===== src/rtl/regfile_param.sv =====
// Parameterised register file with a snapshot-and-dump FSM.
// Define REGFILE_BYPASS_EN to forward same-cycle write data to the read ports.
module regfile_param #(
    parameter int          DATA_W     = 32,
    parameter int          ADDR_W     = 5,
    parameter int          SP_IDX     = 29,
    parameter logic [31:0] SP_INIT    = 32'h00000FFF,
    parameter int          RESULT_IDX = 2
) (
    input  logic              clk,
    input  logic              reset,
    input  logic              we,
    input  logic [ADDR_W-1:0] waddr,
    input  logic [DATA_W-1:0] wdata,
    input  logic [ADDR_W-1:0] raddr1,
    input  logic [ADDR_W-1:0] raddr2,
    output logic [DATA_W-1:0] rdata1,
    output logic [DATA_W-1:0] rdata2,
    input  logic              finish,
    output logic              dump_valid,
    input  logic              dump_ready,
    output logic [ADDR_W-1:0] dump_addr,
    output logic [DATA_W-1:0] dump_data,
    output logic              dump_done,
    output logic [DATA_W-1:0] result
);

    localparam int                NREG     = 1 << ADDR_W;
    localparam logic [DATA_W-1:0] SP_RST   = DATA_W'(SP_INIT);
    localparam logic [ADDR_W-1:0] RES_ADDR = ADDR_W'(RESULT_IDX);

    typedef enum logic [1:0] {
        IDLE,
        DUMP,
        DONE
    } state_t;

    state_t            state;
    state_t            state_next;
    logic [DATA_W-1:0] regs [NREG];
    logic [ADDR_W-1:0] idx;

    always_ff @(posedge clk or negedge reset) begin
        if (!reset) begin
            for (int i = 0; i < NREG; i++)
                regs[i] <= (i == SP_IDX) ? SP_RST : '0;
        end else if (we && waddr != '0) begin
            regs[waddr] <= wdata;
        end
    end

    always_comb begin
        rdata1 = (raddr1 == '0) ? '0 : regs[raddr1];
        rdata2 = (raddr2 == '0) ? '0 : regs[raddr2];
`ifdef REGFILE_BYPASS_EN
        if (we && waddr != '0 && raddr1 == waddr)
            rdata1 = wdata;
        if (we && waddr != '0 && raddr2 == waddr)
            rdata2 = wdata;
`endif
    end

    always_ff @(posedge clk or negedge reset) begin
        if (!reset)
            state <= IDLE;
        else
            state <= state_next;
    end

    always_comb begin
        state_next = state;
        case (state)
            IDLE:    if (finish) state_next = DUMP;
            DUMP:    if (dump_ready && idx == '1) state_next = DONE;
            DONE:    if (!finish) state_next = IDLE;
            default: state_next = IDLE;
        endcase
    end

    // The last beat leaves idx parked at NREG-1 rather than wrapping.
    always_ff @(posedge clk or negedge reset) begin
        if (!reset) begin
            idx    <= '0;
            result <= '0;
        end else if (state == IDLE && finish) begin
            idx    <= '0;
            result <= regs[RES_ADDR];
        end else if (state == DUMP && dump_ready && idx != '1) begin
            idx <= idx + 1'b1;
        end
    end

    assign dump_valid = (state == DUMP);
    assign dump_done  = (state == DONE);
    assign dump_addr  = idx;
    assign dump_data  = (idx == '0) ? '0 : regs[idx];

endmodule


===== config.mk =====
export PLATFORM = sky130hd
export DESIGN_NAME = regfile_param
export DESIGN_NICKNAME = d
export VERILOG_FILES = /design/src/rtl/regfile_param.sv
export SDC_FILE = /design/constraint.sdc
export NUM_CORES = 2
export LEC_CHECK = 0
export CAP_MARGIN = 10
export CORE_MARGIN = 1.5
export CORE_UTILIZATION = 40
export CTS_CLUSTER_DIAMETER = 50
export DETAILED_ROUTE_END_ITERATION = 8
export HOLD_SLACK_MARGIN = 0.12
export SETUP_SLACK_MARGIN = 0.3
export SYNTH_ARGS = -nofsm -noshare
export SYNTH_HDL_FRONTEND = slang
export SYNTH_SLANG_ARGS = --single-unit

===== constraint.sdc =====
create_clock -name clk -period 3.2 [get_ports clk]
set_clock_uncertainty 0.1 [all_clocks]
set_input_delay 0.48 -clock clk [delete_from_list [all_inputs] [get_ports clk]]
set_output_delay 0.48 -clock clk [all_outputs]
set_load 0.02 [all_outputs]

==> results.toml <==
[status]
outcome = "complete, but fails checks"
violations = "setup timing"

[logic_synthesis]
yosys_register_bits = 1063
synth_cells = 4257
yosys_warnings = 0
syn-num-nets = 4312
synth_edf_count = 0
avgSynthCellArea_um2 = 15.1
async_reset_ff_share_pct = 100
syn_area_mm2 = 0.0641
ys.flop_type = "dfrtp_1"
synthDistinctLibCells = 48
yosysSeqAreaShare_pct = 41.5

[clock_network]
cts_max_path_buffers = 3
htree_levels = 4
tritoncts = "built"
clock-sinks = 1063
clkTransAtPathRegs_ns = 0.06
cts_root_buffer = "clkbuf_16"
clk_latency_ns = 0.79
cts_buffers = 135

[routing]
drcViolationCount = 0
drt_iter0_drc = 5210
wire_per_inst_um = 35.9
postRouteAntennaNets = 0
drt_pass1_iterations = 6
routed_wl_um = 252000
via_count = 47000
viasPerCell = 6.71

[setup_path]
r2r_end = "dump_addr[3]$_DFFE_PN0P_"
crit-reg2reg-launch = "dump_addr[0]$_DFFE_PN0P_"
reg2reg_depth = 12
arrival_ns = 3.20
worstPathRequired_ns = 2.62
critPathMaxFanout = 6
r2r_slack_ns = 0.40
cp-start-kind = "register"
critical_path_class = "register to output port"
crit_path_end_kind = "output port"

[die]
rows = 146
die_x_um = 403
start_util_pct = 40.4
ios = 187
core_area_mm2 = 0.159
fp.dieArea_mm2 = 0.163
die_h_um = 403

[global_route]
grt_pass1_wl_um = 358000
antenna_found_initial = 12
grt_pass1_vias = 47526
grt_max_degree = 81
overflow = 0
track_usage_pct = 30.7

[final_layout]
fin_util_pct = 51.2
area.growth.synth_to_final_pct = 26.8
drive_gt1_share_pct = 61.1
stdcell_area_mm2 = 0.0813
num-fill-cells = 13153
finalNetCount = 4873
stdcell_count = 7005

[sta]
slew-limit-headroom_pct = 23.1
period_needed_ns = 3.78
finalSetupViolCount = 34
slew_violations = 0
rsz0062_at_grt = "true"
hold_viol_final = 0
timing.fmax_ghz = 0.264
fin_ws_ns = -0.585
finalCritPeriodShare_pct = 118
tightest_slew_ns = 1.15

[placement]
dp_slack_ns = -0.351
dp.cells = 6595
post_dp_cell_area_mm2 = 0.0724
globalplace.congestion = 0.927
dp_hpwl_um = 168000
port_buffers = 186

[power_and_ir_drop]
p_total_mw = 59.9
total_leakage_power_nw = 34.1
max-vdd-ir-drop_uv = 818
power.density_cell_area_mw_per_mm2 = 737

[min_path]
hold_path.class = "input pin to async pin"

[flow_run]
drv_cap = 0
==> cell type report <==
class,count,area (µm²),share of cell area (%)
multi-input combinational,2673,37100,45.6
sequential,1063,26600,32.8
timing repair buffer,940,10300,12.7
clock buffer,173,3760,4.62
tap,2072,2590,3.19
clock inverter,73,885,1.09
inverter,5,23.8,0.0292
antenna,6,15.0,0.0185
==> power by group <==
group | switching, mW | total, mW | internal (mW)
combinational | 11.1 | 25.0 | 13.9
clock | 6.46 | 16.1 | 9.59
sequential | 2.73 | 18.9 | 16.1
==> what timing repair did <==
item,4_1_cts,5_1_grt
buffers inserted,94,50
hold buffers,1,0
endpoints found under the setup margin,99,97
cloned,8,5
pin swaps,111,90
resized for setup,605,212
hold endpoints to repair,230,0
==> cells in the final DEF, fill, tap and decap left out, types with 15 or more instances in the layout <==
cell	n
o21ai_1	41
mux2i_4	16
buf_4	523
mux2_4	19
nand2_1	38
bufinv_16	15
clkinv_2	21
a221oi_1	38
buf_12	152
a221o_1	32
or2_4	22
a22oi_2	16
clkbuf_16	145
o22ai_2	26
nor2b_4	17
nor2_4	19
o21ai_2	26
dfrtp_1	1035
mux2_2	856
a211oi_2	23
buf_16	23
o22ai_1	35
mux2i_1	264
clkbuf_1	20
buf_6	142
mux4_2	704
mux2i_2	41
a311oi_2	17
clkdlybuf4s50_1	76
a22oi_1	48
nor2b_1	24
mux2_1	181
==> sequential cells by signal (all words and copies together), names as in the netlist <==
register / count
result: 32
state: 2
regs: 1024
dump_addr: 5
==> Yosys cell counts (2+ instances only) <==
library cell	count	area share (%)
a221o_1	32	0.50
xor2_1	2	0.027
nor2b_1	41	0.40
a22oi_1	64	0.75
inv_1	4	0.023
ha_1	3	0.059
nand3_1	4	0.031
mux2i_1	321	5.0
dfstp_2	12	0.49
buf_2	176	1.4
mux2_1	181	3.2
o21ai_0	3	0.023
nand2_1	49	0.29
nor3b_2	2	0.039
buf_1	31	0.18
dfrtp_1	1051	41
buf_6	31	0.54
a221oi_1	47	0.64
a311oi_1	32	0.44
and3_1	3	0.029
a211oi_1	32	0.37
o2111ai_1	17	0.23
mux4_2	704	25
nand3b_1	6	0.070
nor2_1	31	0.18
buf_4	42	0.49
o21ai_1	77	0.60
mux2_2	875	15
or2_1	33	0.32
nand2b_1	3	0.029
a31oi_1	32	0.31
clkbuf_1	235	1.4
and2_1	2	0.020
and3b_1	2	0.027
o22ai_1	64	0.62
==> metrics by stage <==
stage | hold WS [ns] | TNS (ns)
2_1_floorplan | 0.0844 | 0
4_1_cts | 0.196 | -16.29
6_report | 0.193 | -14.59
3_3_place_gp | 0.299 | -7.59
5_1_grt | 0.193 | -16.62
3_5_place_dp | 0.302 | -7.10
==> how the worst max path moves through the flow <==
stage / startpoint / endpoint / slack [ns] / cells after the start
after floorplan: dump_addr[1]$_DFFE_PN0P_ / dump_data[0] / 0.41 / 10
after detailed placement: raddr1[1] / rdata1[11] / -0.35 / 10
after CTS: dump_addr[0]$_DFFE_PN0P_ / dump_data[13] / -0.62 / 8
final: dump_addr[0]$_DFFE_PN0P_ / dump_data[11] / -0.58 / 9
after global routing: dump_addr[0]$_DFFE_PN0P_ / dump_data[11] / -0.62 / 9
after global placement: raddr1[0] / rdata1[21] / -0.43 / 7
==> routing by layer <==
layer / wire length [µm] / track usage [%] / vias to the layer above
met4: 11700 / 13.5 / 10
met3: 27300 / 7.97 / 568
li1: - / - / 18175
met5: 57 / 0.0595 / -
met2: 115000 / 46.5 / 2989
met1: 97300 / 41.7 / 25258
==> critical path, stage by stage, from the launching register on <==
cell and delay, ns:
dfrtp_4 0.52, buf_12 0.17, buf_12 0.14, buf_16 0.14, buf_12 0.14, mux4_2 0.47, mux2i_4 0.19, o22ai_4 0.15
or2_4 0.33, buf_6 0.15
==> logic make-up (layout without fill, tap and decap cells) <==
kind of cell	after synthesis	in the layout	share of synthesized area, %
other	0	6	0
adders and majority gates	3	3	0.0586
xor gates and xnor gates	3	3	0.0410
muxes	2081	2081	48.3
AOI/OAI and AO/OA	403	403	4.53
and+or+nand+nor	183	183	1.52
buffers and inverters	521	1191	4.02
DFF	1063	1063	41.5
(Power assumes the default switching activity.)
